## config.mk

```make
export PLATFORM = sky130hd
export DESIGN_NAME = mod_n_updown_counter
export DESIGN_NICKNAME = d
export VERILOG_FILES = /design/src/rtl/clock_pkg.sv /design/src/rtl/btn_autorepeat.sv /design/src/rtl/mod_n_updown_counter.sv
export SDC_FILE = /design/constraint.sdc
export NUM_CORES = 1
export LEC_CHECK = 0
export ABC_AREA = 1
export CAP_MARGIN = 5
export CORE_AREA = 2 2 46 48
export DETAILED_ROUTE_END_ITERATION = 10
export DIE_AREA = 0 0 48 50
export PLACE_DENSITY = 0.81
export SETUP_SLACK_MARGIN = 0.3
export SKIP_CTS_REPAIR_TIMING = 1
export SLEW_MARGIN = 20
export SYNTH_ARGS = -nofsm -noshare
export SYNTH_HDL_FRONTEND = slang
export SYNTH_HIERARCHICAL = 1
export SYNTH_SLANG_ARGS = --single-unit
```

## constraint.sdc

```tcl
create_clock -name clk -period 2.5 [get_ports clk]
set_input_delay 0.625 -clock clk [delete_from_list [all_inputs] [get_ports clk]]
set_output_delay 0.625 -clock clk [all_outputs]
set_load 0.05 [all_outputs]
```

## src/rtl/clock_pkg.sv

```systemverilog
// ============================================================================
// Module : clock_pkg
// Brief  : Shared types and digit moduli for the clock datapath counters.
// Rev    : 1.0 - initial release
// ============================================================================
`default_nettype none

package clock_pkg;

  typedef enum logic [1:0] {
    IDLE   = 2'd0,
    DELAY  = 2'd1,
    REPEAT = 2'd2
  } btn_state_e;

  localparam int SEC_UNITS = 10;
  localparam int SEC_TENS  = 6;
  localparam int HOUR_24   = 24;

  function automatic int max_int(input int a, input int b);
    return (a > b) ? a : b;
  endfunction

endpackage

`default_nettype wire

```

## src/rtl/btn_autorepeat.sv

```systemverilog
// ============================================================================
// Module : btn_autorepeat
// Brief  : Press/hold auto-repeat FSM producing one-cycle inc/dec step pulses.
// Rev    : 1.0 - initial release
// ============================================================================
`default_nettype none

module btn_autorepeat
  import clock_pkg::*;
#(
  parameter int REPEAT_DELAY  = 4,
  parameter int REPEAT_PERIOD = 2
) (
  input  logic clk,
  input  logic rst,
  input  logic enable,
  input  logic inc_btn,
  input  logic dec_btn,
  output logic inc_step,
  output logic dec_step
);

  localparam int TW = $clog2(max_int(REPEAT_DELAY, REPEAT_PERIOD) + 1);
  localparam logic [TW-1:0] c_delay  = TW'(REPEAT_DELAY);
  localparam logic [TW-1:0] c_period = TW'(REPEAT_PERIOD);

  btn_state_e      r_state, w_state_nxt;
  logic [TW-1:0]   r_tmr, w_tmr_nxt, w_tmr_inc;
  logic            r_dir_up, w_dir_nxt;
  logic            r_inc_rel, r_dec_rel;
  logic            w_req_inc, w_req_dec, w_same;

  assign w_req_inc = inc_btn & ~dec_btn;
  assign w_req_dec = dec_btn & ~inc_btn;
  assign w_same    = r_dir_up ? w_req_inc : w_req_dec;
  assign w_tmr_inc = r_tmr + 1'b1;

  always_comb begin
    w_state_nxt = r_state;
    w_tmr_nxt   = r_tmr;
    w_dir_nxt   = r_dir_up;
    inc_step    = 1'b0;
    dec_step    = 1'b0;
    if (!enable) begin
      w_state_nxt = IDLE;
      w_tmr_nxt   = '0;
    end else begin
      case (r_state)
        IDLE: begin
          w_tmr_nxt = '0;
          if (w_req_inc && r_inc_rel) begin
            inc_step    = 1'b1;
            w_dir_nxt   = 1'b1;
            w_state_nxt = DELAY;
          end else if (w_req_dec && r_dec_rel) begin
            dec_step    = 1'b1;
            w_dir_nxt   = 1'b0;
            w_state_nxt = DELAY;
          end
        end
        DELAY, REPEAT: begin
          if (!w_same) begin
            w_state_nxt = IDLE;
            w_tmr_nxt   = '0;
          end else if (w_tmr_inc == ((r_state == DELAY) ? c_delay : c_period)) begin
            inc_step    = r_dir_up;
            dec_step    = ~r_dir_up;
            w_tmr_nxt   = '0;
            w_state_nxt = REPEAT;
          end else begin
            w_tmr_nxt = w_tmr_inc;
          end
        end
        default: begin
          w_state_nxt = IDLE;
          w_tmr_nxt   = '0;
        end
      endcase
    end
  end

  // History bits mean "button seen released"; clearing them on reset makes a
  // button held through reset wait for a genuine 0->1 before stepping.
  always_ff @(posedge clk) begin
    if (rst) begin
      r_state   <= IDLE;
      r_tmr     <= '0;
      r_dir_up  <= 1'b0;
      r_inc_rel <= 1'b0;
      r_dec_rel <= 1'b0;
    end else begin
      r_state   <= w_state_nxt;
      r_tmr     <= w_tmr_nxt;
      r_dir_up  <= w_dir_nxt;
      r_inc_rel <= ~inc_btn;
      r_dec_rel <= ~dec_btn;
    end
  end

endmodule

`default_nettype wire

```

## src/rtl/mod_n_updown_counter.sv

```systemverilog
// ============================================================================
// Module : mod_n_updown_counter
// Brief  : Modulo-N clock digit with tick count-up, load and button set mode.
// Rev    : 1.0 - initial release
// ============================================================================
`default_nettype none

module mod_n_updown_counter
  import clock_pkg::*;
#(
  parameter int MODULUS       = SEC_UNITS,
  parameter int WIDTH         = 4,
  parameter int REPEAT_DELAY  = 4,
  parameter int REPEAT_PERIOD = 2,
  parameter int SET_PROPAGATE = 0
) (
  input  logic             clk,
  input  logic             rst,
  input  logic             tick,
  input  logic             set_mode,
  input  logic             inc_btn,
  input  logic             dec_btn,
  input  logic             load,
  input  logic [WIDTH-1:0] load_value,
  output logic [WIDTH-1:0] count,
  output logic             carry,
  output logic             borrow
);

  localparam logic [WIDTH-1:0] c_max  = WIDTH'(MODULUS - 1);
  localparam logic [WIDTH:0]   c_mod  = (WIDTH + 1)'(MODULUS);
  localparam logic             c_prop = (SET_PROPAGATE != 0);

  logic [WIDTH-1:0] r_count, w_count_nxt, w_up, w_dn;
  logic             r_carry, r_borrow, w_carry_nxt, w_borrow_nxt;
  logic             w_at_max, w_at_zero, w_inc_step, w_dec_step;

  btn_autorepeat #(
    .REPEAT_DELAY  (REPEAT_DELAY),
    .REPEAT_PERIOD (REPEAT_PERIOD)
  ) u_btn (
    .clk      (clk),
    .rst      (rst),
    .enable   (set_mode & ~load),
    .inc_btn  (inc_btn),
    .dec_btn  (dec_btn),
    .inc_step (w_inc_step),
    .dec_step (w_dec_step)
  );

  assign w_at_max  = (r_count == c_max);
  assign w_at_zero = (r_count == '0);
  assign w_up      = w_at_max  ? '0    : r_count + 1'b1;
  assign w_dn      = w_at_zero ? c_max : r_count - 1'b1;

  always_comb begin
    w_count_nxt  = r_count;
    w_carry_nxt  = 1'b0;
    w_borrow_nxt = 1'b0;
    if (load) begin
      w_count_nxt = ({1'b0, load_value} < c_mod) ? load_value : '0;
    end else if (set_mode) begin
      if (w_inc_step) begin
        w_count_nxt = w_up;
        w_carry_nxt = w_at_max & c_prop;
      end else if (w_dec_step) begin
        w_count_nxt  = w_dn;
        w_borrow_nxt = w_at_zero & c_prop;
      end
    end else if (tick) begin
      w_count_nxt = w_up;
      w_carry_nxt = w_at_max;
    end
  end

  always_ff @(posedge clk) begin
    if (rst) begin
      r_count  <= '0;
      r_carry  <= 1'b0;
      r_borrow <= 1'b0;
    end else begin
      r_count  <= w_count_nxt;
      r_carry  <= w_carry_nxt;
      r_borrow <= w_borrow_nxt;
    end
  end

  assign count  = r_count;
  assign carry  = r_carry;
  assign borrow = r_borrow;

endmodule

`default_nettype wire

```

==> impl_metrics.json <==
{
  "status": "finished, final reports clean",
  "whs_path_depth": 1,
  "finalPower_uw": 522,
  "grt_pass1_wl_um": 3160,
  "p_per_area_nw_per_um2": 460,
  "cts_tree": "yes",
  "register_area_sq_um": 260,
  "start_util": 0.470,
  "finalMaxSlewViolations": 0,
  "grt.overflow.total": 0,
  "route.detailed.drc": 0,
  "r2r_end": "count[2]",
  "port_buffers": 15,
  "avgViaCountPerCell": 5.03,
  "startpoint_type": "input pin",
  "final_common_cell": "nand2_1",
  "wirelength_met1_um": 885,
  "synth.cell_area_sq_um": 895,
  "vias": 970,
  "ys_types": 25,
  "critPathKind": "input pin to flip-flop",
  "grt_usage": 0.181,
  "routedWlPerCell_um": 10.2,
  "yosysWarnings": 6,
  "multi_input_area_sq_um": 552,
  "met3_length_um": 114,
  "relSlewSlack": 0.663,
  "rsz0062_at_grt": "no",
  "coreArea_sq_um": 1900,
  "fp.dieW_um": 48,
  "slowest_stage": "clkdlybuf4s50_1",
  "clock-root-buffer": "clkbuf_4",
  "final.setup.tns_ns": 0,
  "grt_max_degree": 9,
  "die_h_um": 50,
  "ff2ff_path_depth": 12,
  "antenna_found_initial": 0,
  "n_antenna_cell": 0,
  "routed.top_layer": "met4",
  "layout_min_cycle_time_ns": 2.12,
  "wl_met2_um": 906,
  "ys_ff_latch": 13,
  "hold_end": "u_btn/r_tmr[0]",
  "slowest_delay_ns": 0.52,
  "finalSetupViolations": 0,
  "post-place-ws_ns": 0.0567,
  "hold_path.class": "flip-flop to flip-flop",
  "synth_nets": 160,
  "firstDrtPassIters": 4,
  "cts_buffers": 3,
  "crit_fanout": 8,
  "grt_pass1_vias": 823,
  "endpoint_kind": "flip-flop",
  "gp_congestion": 0.883,
  "worstMarginPinSlew_ns": 0.505,
  "crit_top_cell": "nor2_1",
  "clk_pin_slew_ns": 0.08,
  "r2r_start": "u_btn/r_tmr[0]",
  "htree_levels": 1,
  "clk_latency_ns": 0.29,
  "area_growth_pct": 26.9,
  "finalClockSkew_ns": 0.00676,
  "seq_area_frac_synth": 0.291,
  "setup_ws_ns": 0.382,
  "layout_common_cells": "42 x nand2_1, 17 x nor2_1, 15 x inv_1",
  "hp-start": "u_btn/r_tmr[0]",
  "syn_inst": 145,
  "ir_drop_v": 0.000363,
  "cap_violations": 0,
  "drtIter0Drc": 31,
  "finalCritPeriodShare": 0.847,
  "fin_nets": 182,
  "rrSetupSlack_ns": 0.48,
  "num_rows": 16,
  "cp.required_ns": 2.69,
  "fmax_mhz": 472,
  "die_area_sq_um": 2400,
  "cts_sinks": 13,
  "drive_above_1_share": 0.157,
  "drtAntennaViolNets": 0,
  "syn_area_per_cell_sq_um": 6.17,
  "p_leak_nw": 0.534,
  "stdcell_area_sq_um": 1130,
  "worstPathCellList": "clkdlybuf4s50_1, nand2_1, nor2_1, nand2_1, nor2_1, nor2_1, nor2_1, nor2_1, nand2_1, o21ai_2, a31oi_1, a21oi_2",
  "ioPinCount": 17,
  "place_area_sq_um": 1090,
  "arrival_ns": 2.31,
  "hpwl_um": 1510,
  "finalHoldViolations": 0,
  "clockBufferDepth": 2,
  "totalWireLength_um": 1960,
  "fillCellCount": 170
}
-- per-stage QoR --
| step | utilization | hold WS [ns] | cells |
|---|---|---|---|
| 6_report | 0.597 | 0.466 | 193 |
| 5_1_grt | 0.597 | 0.514 | 193 |
| 4_1_cts | 0.589 | 0.472 | 193 |
| 3_5_place_dp | 0.575 | 0.454 | 189 |
| 3_3_place_gp | 0.575 | 0.435 | 189 |
| 2_1_floorplan | - | 0.418 | 145 |
-- state kept, by name, indices dropped and copies added (netlist names) --
| register | cells |
|---|---|
| carry | 1 |
| count | 4 |
| u_btn/r_dec_rel | 1 |
| u_btn/r_dir_up | 1 |
| u_btn/r_inc_rel | 1 |
| u_btn/r_state | 2 |
| u_btn/r_tmr | 3 |
-- critical path: cells and delay by family --
kind,cells,cell delay [ns]
and+or+nand+nor,8,0.78
buffers and inverters,1,0.52
AOI/OAI and AO/OA,3,0.38
-- logic make-up after synthesis --
| logic type | count (synthesis) | synth area share |
|---|---|---|
| AO/OA/AOI/OAI | 18 | 0.130 |
| adder cells (fa/ha/maj) | 4 | 0.0559 |
| buffers and inverters | 23 | 0.101 |
| flip-flops | 13 | 0.291 |
| other | 1 | 0.00419 |
| AND/OR/NAND/NOR | 86 | 0.418 |
-- worst max-delay path by stage --
stage	cells past startpoint	from	to	slack, ns
2_1_floorplan	12	u_btn/r_tmr[0]	count[2]	0.64
3_3_place_gp	11	inc_btn	count[2]	0.11
3_5_place_dp	11	inc_btn	count[2]	0.06
4_1_cts	1	count[1]	count[1]	0.23
5_1_grt	13	dec_btn	count[3]	0.32
6_report	12	dec_btn	count[2]	0.38
-- routing by layer --
| metal | up-vias | track usage |
|---|---|---|
| met5 | - | 0 |
| met4 | 0 | 0.0721 |
| met3 | 9 | 0.0330 |
| met2 | 41 | 0.296 |
| met1 | 421 | 0.225 |
| li1 | 499 | - |
-- final cells by class --
class,instances,share of cell area
Tap cell,27,0.0298
Inverter,22,0.0728
Timing Repair Buffer,18,0.159
Sequential cell,13,0.229
Multi-Input combinational cell,109,0.486
Clock buffer,4,0.0232
-- power breakdown --
part / internal [mW] / switching [mW]
Clock: 0.0622 / 0.0753
Sequential: 0.216 / 0.0105
Combinational: 0.0613 / 0.0966
-- synthesized netlist by cell type, drive strengths merged --
library cell / number / area (sq um)
conb: 1 / 3.75
dfxtp: 13 / 260
nor3: 1 / 5.00
clkinv: 1 / 3.75
nor4: 1 / 6.26
a31oi: 1 / 6.26
nand3: 14 / 70.1
a21oi: 7 / 46.3
o211ai: 1 / 7.51
nor2: 23 / 104
o21ai: 5 / 28.8
inv: 21 / 78.8
nand2: 46 / 183
o22ai: 2 / 12.5
ha: 4 / 50.1
buf: 1 / 7.51
nand4: 1 / 6.26
o21a: 2 / 15.0
Note: power is estimated with default switching activity, not from simulation.
